## config.mk

```make
export PLATFORM = sky130hd
export DESIGN_NAME = hrd_move_ctrl
export DESIGN_NICKNAME = d
export VERILOG_FILES = /design/src/rtl/hrd_move_ctrl.sv
export SDC_FILE = /design/constraint.sdc
export NUM_CORES = 1
export LEC_CHECK = 0
export BUFFER_PORTS_ARGS = -buffer_cell sky130_fd_sc_hd__buf_4
export CORE_MARGIN = 3
export CORE_UTILIZATION = 45
export DETAILED_ROUTE_END_ITERATION = 10
export GPL_ROUTABILITY_DRIVEN = 1
export PLACE_DENSITY = 0.76
export SYNTH_ARGS = -nofsm -noshare
export SYNTH_HDL_FRONTEND = slang
export SYNTH_SLANG_ARGS = --single-unit
```

## constraint.sdc

```tcl
create_clock -name I_clk -period 4 [get_ports I_clk]
set_input_delay 0 -clock I_clk [delete_from_list [all_inputs] [get_ports I_clk]]
set_output_delay 0 -clock I_clk [all_outputs]
set_load 0.02 [all_outputs]
```

## src/rtl/hrd_move_ctrl.sv

```systemverilog
// hrd_move_ctrl: 3x3 sliding-tile puzzle controller.
// Holds the board, applies one move per direction pulse, counts legal moves
// and detects the solved layout 1..8 followed by the blank.
module hrd_move_ctrl #(
  parameter logic [9:0] MAX_MOVES = 10'd999
) (
  input  logic       I_clk,
  input  logic       I_rst_n,
  input  logic       I_load,
  input  logic [1:0] I_layout,
  output logic [1:0] O_layout_sel,
  input  logic [3:0] I_tile1,
  input  logic [3:0] I_tile2,
  input  logic [3:0] I_tile3,
  input  logic [3:0] I_tile4,
  input  logic [3:0] I_tile5,
  input  logic [3:0] I_tile6,
  input  logic [3:0] I_tile7,
  input  logic [3:0] I_tile8,
  input  logic [3:0] I_tile9,
  input  logic       I_up,
  input  logic       I_down,
  input  logic       I_left,
  input  logic       I_right,
  output logic [3:0] O_cell1,
  output logic [3:0] O_cell2,
  output logic [3:0] O_cell3,
  output logic [3:0] O_cell4,
  output logic [3:0] O_cell5,
  output logic [3:0] O_cell6,
  output logic [3:0] O_cell7,
  output logic [3:0] O_cell8,
  output logic [3:0] O_cell9,
  output logic [3:0] O_blank_pos,
  output logic [9:0] O_moves,
  output logic       O_busy,
  output logic       O_solved,
  output logic       O_illegal,
  output logic       O_err
);

  localparam int NCELL = 9;

  typedef enum logic [2:0] {IDLE, LOAD, PLAY, MOVE, CHECK, WIN} state_t;
  // Direction is named after the tile that moves, not after the blank.
  typedef enum logic [1:0] {D_UP, D_DOWN, D_LEFT, D_RIGHT} dir_t;

  // board[0] is cell 1 (top-left), row-major.
  localparam logic [NCELL-1:0][3:0] SOLVED =
    {4'd0, 4'd8, 4'd7, 4'd6, 4'd5, 4'd4, 4'd3, 4'd2, 4'd1};

  state_t st, nxt;
  dir_t   dir, dir_sel;

  logic [NCELL-1:0][3:0] board, tile_in;
  logic [3:0] blank_pos, first_zero, src_pos, moved_tile;
  logic [9:0] moves;
  logic [3:0] pulses;
  logic       has_zero, legal, one_pulse;
  logic       solved, illegal, err;
  logic       capture, take_move, flag_illegal, do_swap, win_now;

  assign tile_in = {I_tile9, I_tile8, I_tile7, I_tile6, I_tile5,
                    I_tile4, I_tile3, I_tile2, I_tile1};
  assign pulses    = {I_right, I_left, I_down, I_up};
  assign one_pulse = $onehot(pulses);

  // Lowest-index blank in the incoming layout; 0 when the layout has none.
  always_comb begin
    first_zero = 4'd0;
    has_zero   = 1'b0;
    for (int i = NCELL - 1; i >= 0; i--) begin
      if (tile_in[i] == 4'd0) begin
        first_zero = 4'(i + 1);
        has_zero   = 1'b1;
      end
    end
  end

  // Decode a single pulse and check the blank has a source tile on that side.
  always_comb begin
    dir_sel = D_UP;
    legal   = 1'b0;
    case (pulses)
      4'b0001: begin
        dir_sel = D_UP;
        legal   = (blank_pos < 4'd7);
      end
      4'b0010: begin
        dir_sel = D_DOWN;
        legal   = (blank_pos > 4'd3);
      end
      4'b0100: begin
        dir_sel = D_LEFT;
        legal   = !(blank_pos == 4'd3 || blank_pos == 4'd6 || blank_pos == 4'd9);
      end
      4'b1000: begin
        dir_sel = D_RIGHT;
        legal   = !(blank_pos == 4'd1 || blank_pos == 4'd4 || blank_pos == 4'd7);
      end
      default: ;
    endcase
  end

  // Source cell of the latched move and the tile that slides into the blank.
  always_comb begin
    case (dir)
      D_UP:    src_pos = blank_pos + 4'd3;
      D_DOWN:  src_pos = blank_pos - 4'd3;
      D_LEFT:  src_pos = blank_pos + 4'd1;
      default: src_pos = blank_pos - 4'd1;
    endcase
    moved_tile = 4'd0;
    for (int i = 0; i < NCELL; i++)
      if (src_pos == 4'(i + 1)) moved_tile = board[i];
  end

  // Load overrides everything, including a move already latched.
  assign capture      = (st == LOAD);
  assign take_move    = (st == PLAY) && !I_load && one_pulse && legal;
  assign flag_illegal = (st == PLAY) && !I_load && one_pulse && !legal;
  assign do_swap      = (st == MOVE) && !I_load;
  assign win_now      = (st == CHECK) && !I_load && (board == SOLVED);

  // State register.
  always_ff @(posedge I_clk or negedge I_rst_n) begin
    if (!I_rst_n) st <= IDLE;
    else          st <= nxt;
  end

  // Next-state logic.
  always_comb begin
    nxt = st;
    case (st)
      IDLE:    nxt = IDLE;
      LOAD:    nxt = has_zero ? PLAY : IDLE;
      PLAY:    if (take_move) nxt = MOVE;
      MOVE:    nxt = CHECK;
      CHECK:   nxt = win_now ? WIN : PLAY;
      WIN:     nxt = WIN;
      default: nxt = IDLE;
    endcase
    if (I_load) nxt = LOAD;
  end

  // Board storage: whole-layout capture or a single blank/source swap.
  always_ff @(posedge I_clk or negedge I_rst_n) begin
    if (!I_rst_n) begin
      board <= '0;
    end else if (capture) begin
      board <= tile_in;
    end else if (do_swap) begin
      for (int i = 0; i < NCELL; i++) begin
        if (blank_pos == 4'(i + 1))    board[i] <= moved_tile;
        else if (src_pos == 4'(i + 1)) board[i] <= 4'd0;
      end
    end
  end

  // Blank tracking, move counter and status flags.
  always_ff @(posedge I_clk or negedge I_rst_n) begin
    if (!I_rst_n) begin
      dir       <= D_UP;
      blank_pos <= 4'd0;
      moves     <= 10'd0;
      solved    <= 1'b0;
      illegal   <= 1'b0;
      err       <= 1'b0;
    end else begin
      illegal <= flag_illegal;
      if (take_move) dir <= dir_sel;
      if (capture) begin
        blank_pos <= first_zero;
        moves     <= 10'd0;
        solved    <= 1'b0;
        err       <= !has_zero;
      end else if (do_swap) begin
        blank_pos <= src_pos;
        if (moves < MAX_MOVES) moves <= moves + 10'd1;
      end
      if (win_now) solved <= 1'b1;
    end
  end

  assign O_layout_sel = I_layout;
  assign {O_cell9, O_cell8, O_cell7, O_cell6, O_cell5,
          O_cell4, O_cell3, O_cell2, O_cell1} = board;
  assign O_blank_pos = blank_pos;
  assign O_moves     = moves;
  assign O_busy      = (st == LOAD) || (st == MOVE) || (st == CHECK);
  assign O_solved    = solved;
  assign O_illegal   = illegal;
  assign O_err       = err;

endmodule
```

Yosys cells after proc, flatten, opt, wreduce, memory -nomap -nowiden
Cells that the tools add are included.
Cells by class
  eq/ne operators: 32
  $lt $le $gt $ge: 3
  add/sub/neg operators: 8
  reduce and logical (&&, ||, !) cells: 50
  mux-type cells: 62
Operators by type and width (count)
  two-way mux 4 bit: 38
  two-way mux 36 bit: 2
  == test 36 x 32 -> 1 bit (second input constant): 1
  == test 4 x 3 -> 1 bit (second input constant): 9
  zero test 4 bit: 9
  two-way mux 10 bit: 3
  nonzero test 3 bit: 9
  == test 4 x 2 -> 1 bit (second input constant): 5
  == test 4 bit (second input constant): 5
  AND reduction 2 bit: 10
  case mux 3 bit (5 select lines): 1
  == test 4 x 1 -> 1 bit (second input constant): 3
  case mux 4 bit (3 select lines): 1
  two-way mux 1 bit: 11
  adder 10 x 1 -> 10 bit (second input constant): 1
  < comparator 10 bit (second input constant): 1
  two-way mux 3 bit: 3
  logical AND 1 bit: 7
  == test 3 x 1 -> 1 bit (second input constant): 2
  == test 3 x 2 -> 1 bit (second input constant): 2
  == test 3 bit (second input constant): 2
  logical OR 1 bit: 6
  case mux 2 bit (3 select lines): 1
  nonzero test 2 bit: 3
  15 further kinds: 20
Storage, ports and cells
  input port bits: 45
  bits in registers: 58
  output and inout port bits: 56
  word-level logic and storage cells: 171

Depth between registers and ports, before layout
  depth after elaboration: 15
  mapped depth: 13
  gate-level depth less buffers: 11

Worst setup path after synthesis
Ideal clock, no wire load.
  path kind: register to register
  start: reg blank_pos[0] (netlist: O_blank_pos[0])
  end: reg board, in the netlist O_cell4[2]
  path slack: 0.834 ns
  path buffers: 3
  arrival time: 3.040 ns
  stages on the path, launching flop included: 12
  required time: 3.874 ns
  cell sequence: dfrtp_1 clkbuf_1 inv_1 fa_1 nor2b_1 a21oi_4 buf_2 buf_2 a22oi_1 nand3_1 a22o_1 a221o_1
Between the ends
  cells in the longest elaborated chain, start to end: 15
  elaborated cells on any way between the ends: 29
  those cells by class: add/sub (4); eq/ne (10); mux (13); reduce/logical (2)
Ends and longest elaborated chain
  start, declared: RTL line 56  | logic [3:0] blank_pos, first_zero, src_pos, moved_tile;
  start signal, assigned: RTL line 173  | blank_pos <= first_zero;
  start signal, assigned: RTL line 178  | blank_pos <= src_pos;
  subtractor 4 x 1 -> 4 bit, or another cell as far along: RTL line 111  | default: src_pos = blank_pos - 4'd1;
  case mux 4 bit (3 select lines): RTL line 107  | case (dir)
  == test 4 x 1 -> 1 bit: RTL line 115  | if (src_pos == 4'(i + 1)) moved_tile = board[i];
  two-way mux 4 bit (9 in a row): RTL line 115
  two-way mux 4 bit: RTL line 154  | if (blank_pos == 4'(i + 1)) board[i] <= moved_tile;
  two-way mux 36 bit: RTL line 152  | end else if (do_swap) begin
  two-way mux 36 bit: RTL line 150  | end else if (capture) begin
  end signal, assigned: RTL line 151  | board <= tile_in;
  end signal, assigned by index: RTL line 154
  end, declared: RTL line 55  | logic [NCELL-1:0][3:0] board, tile_in;
Several ways; a longest one is shown, not always the timed one. The select of a mux whose other input is x is not followed.
A chain may end at the register's enable or synchronous reset.

Final worst setup path
  start: reg dir[0]
  end: reg board, in the netlist O_cell8[0]
Between the ends
  cells in the longest elaborated chain, start to end: 15
  elaborated cells on any way between the ends: 27
  those cells by class: eq/ne (11); mux (13); reduce/logical (3)
Ends and longest elaborated chain
  start, declared: RTL line 53  | dir_t dir, dir_sel;
  start signal, assigned: RTL line 171  | if (take_move) dir <= dir_sel;
  == test 2 bit, or another cell as far along: RTL line 107
  case mux 4 bit (3 select lines) *: RTL line 107
  == test 4 x 1 -> 1 bit: RTL line 115
  two-way mux 4 bit (9 in a row): RTL line 115
  two-way mux 4 bit: RTL line 154
  two-way mux 36 bit: RTL line 152
  two-way mux 36 bit: RTL line 150
Every way passes the cells marked *; elsewhere a longest branch is shown, timed or not. The select of a mux whose other input is x is not followed.

==> results.yml <==
route:
  drc: 0
  final_antenna_net_count: 0
  wl_per_cell_um: 20.3
  wirelength_um: 13400
  vias: 4100
  dr.pass1.iters: 5
  drt-initial-drc-count: 445
  via_per_inst: 6.20
hold_path:
  hold_path.class: "input pin to primary output"
  holdCritStartpoint: "I_layout[0]"
  worstHoldPathCells: 0
  worstHoldEndpoint: "O_layout_sel[0]"
timing:
  rsz0062_at_grt: "false"
  setup_tns_ns: 0
  fmax_mhz: 278
  hold_viol: 0
  slew_viol_final: 0
  fin_crit_sh_pct: 90.0
  worst_pin_slew_ns: 1.14
  setup_viol: 0
  clock_skew_ns: 0.00522
  fin_crit_ns: 3.60
  relSlewSlack_pct: 23.4
floorplan:
  die_area_um2: 9970
  die_w_um: 99.9
  rows: 33
  initial_core_util_pct: 47.3
  design.core.area_um2: 8380
  die_y_um: 99.9
  io_pins: 101
critical_path:
  cp_max_fo: 12
  crit_type: "register to register"
  timing.rr.end: "O_cell8[0]$_DFFE_PN0P_"
  rrSetupSlack_ns: 0.40
  cp_data_arrival_time_ns: 3.82
  worstReg2RegStart: "dir[0]$_DFFE_PN0P_"
  critPathRequiredTime_ns: 4.22
  end_kind: "register"
  start_kind: "register"
  ff2ff_path_depth: 11
placement:
  place.port_buffers: 96
  place_hpwl_um: 9710
  place_area_um2: 4750
  gp_congestion: 0.939
global_route:
  antenna_found_initial: 0
  grt_start_max_net_pins: 59
  grt_pass1_vias: 4004
  grtUsageTotal_pct: 27.3
  overflow: 0
  grt_first_pass_wirelength_um: 21400
yosys:
  seq_area_frac_synth_pct: 36.6
  yosysWarnings: 0
  ys.flop_type: "dfrtp_1"
  syn_inst: 433
  synthesis.nets: 491
  avgSynthCellArea_um2: 9.16
  ys_seq_elements: 58
  synth_area_um2: 3970
  synth-async-reset-ratio_pct: 100
  synth_enable_flop_cells: 0
  ys_types: 61
finish:
  utilization_pct: 63.1
  drive_above_1_share_pct: 25.4
  final_common_cell: "buf_4"
  postLayoutCellArea_um2: 5290
  syn_to_final_growth_pct: 33.4
  antenna_cells: 0
  final_cell_mix: "buf_4, dfrtp_1, nand2_1"
  seq_area_um2: 1450
  fillers: 716
  multi_input_area_um2: 2360
  nets: 609
clock_network:
  clock_latency_ns: 0.34
  tritoncts: "built"
  cts_setup_buffers: 0
  htreeDepth: 3
  clk_pin_slew_ns: 0.07
  cts_buffer_depth: 2
  ctsResizeCount: 0
  ctsRootBufferMaster: "clkbuf_8"
  clock_sinks: 58
  cts_made_buffers: 9
power:
  ir_drop_v: 0.000480
  power_density_nw_per_um2: 741
  total_leakage_power_nw: 2.38
run:
  max-cap-violations: 0
status:
  status: "complete, no violations"
==> stage by stage <==
stage	total power, mW	hold WS (ns)	instances	setup slack [ns]
2_1_floorplan	2.40	-0.296	433	0.834
3_5_place_dp	3.20	0.000149	615	0.485
6_report	3.92	0.00000884	661	0.400
4_1_cts	3.86	0.000149	661	0.465
5_1_grt	4.11	0.0000397	661	0.201
3_3_place_gp	3.17	0.000149	615	0.585
==> registers in the layout (all words and copies together) (netlist names) <==
name	cells
O_cell2	4
O_cell4	4
O_moves	10
O_err	1
O_cell6	4
O_cell1	4
O_illegal	1
O_cell9	4
O_cell5	4
O_cell3	4
st	3
O_cell8	4
dir	2
O_blank_pos	4
O_cell7	4
O_solved	1
==> repair_timing <==
item	in CTS	in global routing
hold endpoints to repair	89	0
hold buffers	30	0
endpoints found under the setup margin	0	0
==> cells in the mapped netlist, drive strengths merged (4+ instances only) <==
cell type / instances / share of area, %
mux2: 4 / 1.1
nand3: 17 / 2.1
a22oi: 7 / 1.5
nor2b: 5 / 0.79
and2: 20 / 3.2
inv: 14 / 1.3
a21o: 15 / 2.8
nor4: 10 / 1.6
nand2: 39 / 3.7
nor3: 6 / 1.0
buf: 11 / 1.5
xor2: 8 / 1.8
a21oi: 19 / 2.7
o21ai: 18 / 2.4
and3: 4 / 0.63
mux2i: 9 / 2.3
a22o: 16 / 3.5
dfrtp: 58 / 37
nor4b: 5 / 1.1
o211ai: 4 / 0.76
a31oi: 8 / 1.3
nor2: 32 / 3.1
nand4: 9 / 1.4
ha: 11 / 3.5
or4: 5 / 0.95
a31o: 9 / 2.0
xnor2: 5 / 1.5
clkbuf: 13 / 1.2
a221o: 16 / 4.0
==> area by class of cell <==
| class | count | area share (%) |
|---|---|---|
| clock buffers | 12 | 3.12 |
| clock inverters | 4 | 1.37 |
| inverters | 14 | 0.993 |
| repair buffers | 131 | 20.0 |
| well taps | 105 | 2.48 |
| multi-input cells | 337 | 44.6 |
| flip-flops and latches | 58 | 27.4 |
==> layer usage <==
metal | part of all wire (%) | wire length, um | GRT usage [%] | vias to the layer above
met5 | 0 | 0 | 0 | -
met4 | 2.0 | 263 | 8.09 | 0
met3 | 9.0 | 1210 | 5.91 | 28
met2 | 47 | 6270 | 42.4 | 229
met1 | 42 | 5690 | 38.4 | 1977
li1 | - | - | - | 1866
==> power by group <==
part	total, mW	switching [mW]	internal (mW)
registers	1.04	0.277	0.767
logic	2.22	1.35	0.871
clock network	0.648	0.247	0.401
==> cells by family after synthesis <==
group	after synthesis	share of synthesized area (%)
muxes	13	3.41
and+or+nand+nor	164	21.8
DFF	58	36.6
xor gates and xnor gates	13	3.25
AOI/OAI and AO/OA	133	26.1
adders and majority gates	14	4.76
buffers and inverters	38	4.04
==> how the worst max path moves through the flow <==
stage                                     startpoint                      to  slack, ns  cells after the start
final                             dir[0]$_DFFE_PN0P_  O_cell8[0]$_DFFE_PN0P_       0.40                     11
after global routing      O_blank_pos[0]$_DFFE_PN0P_  O_cell4[0]$_DFFE_PN0P_       0.20                      9
after CTS                         dir[0]$_DFFE_PN0P_  O_cell1[0]$_DFFE_PN0P_       0.47                     11
after detailed placement          dir[0]$_DFFE_PN0P_  O_cell6[0]$_DFFE_PN0P_       0.48                     11
after global placement            dir[0]$_DFFE_PN0P_  O_cell1[0]$_DFFE_PN0P_       0.58                     11
after floorplan           O_blank_pos[0]$_DFFE_PN0P_  O_cell4[2]$_DFFE_PN0P_       0.83                     11
==> critical path, stage by stage, from the launching register on <==
cell	delay (ns)
dfrtp_1	0.51
inv_1	0.14
nand2_1	0.11
inv_1	0.06
fa_1	0.38
or2_2	0.30
o31a_4	0.13
xor2_1	0.78
o211ai_1	0.23
o21ai_1	0.20
o22ai_2	0.23
a221o_1	0.42
(Power assumes the default switching activity.)
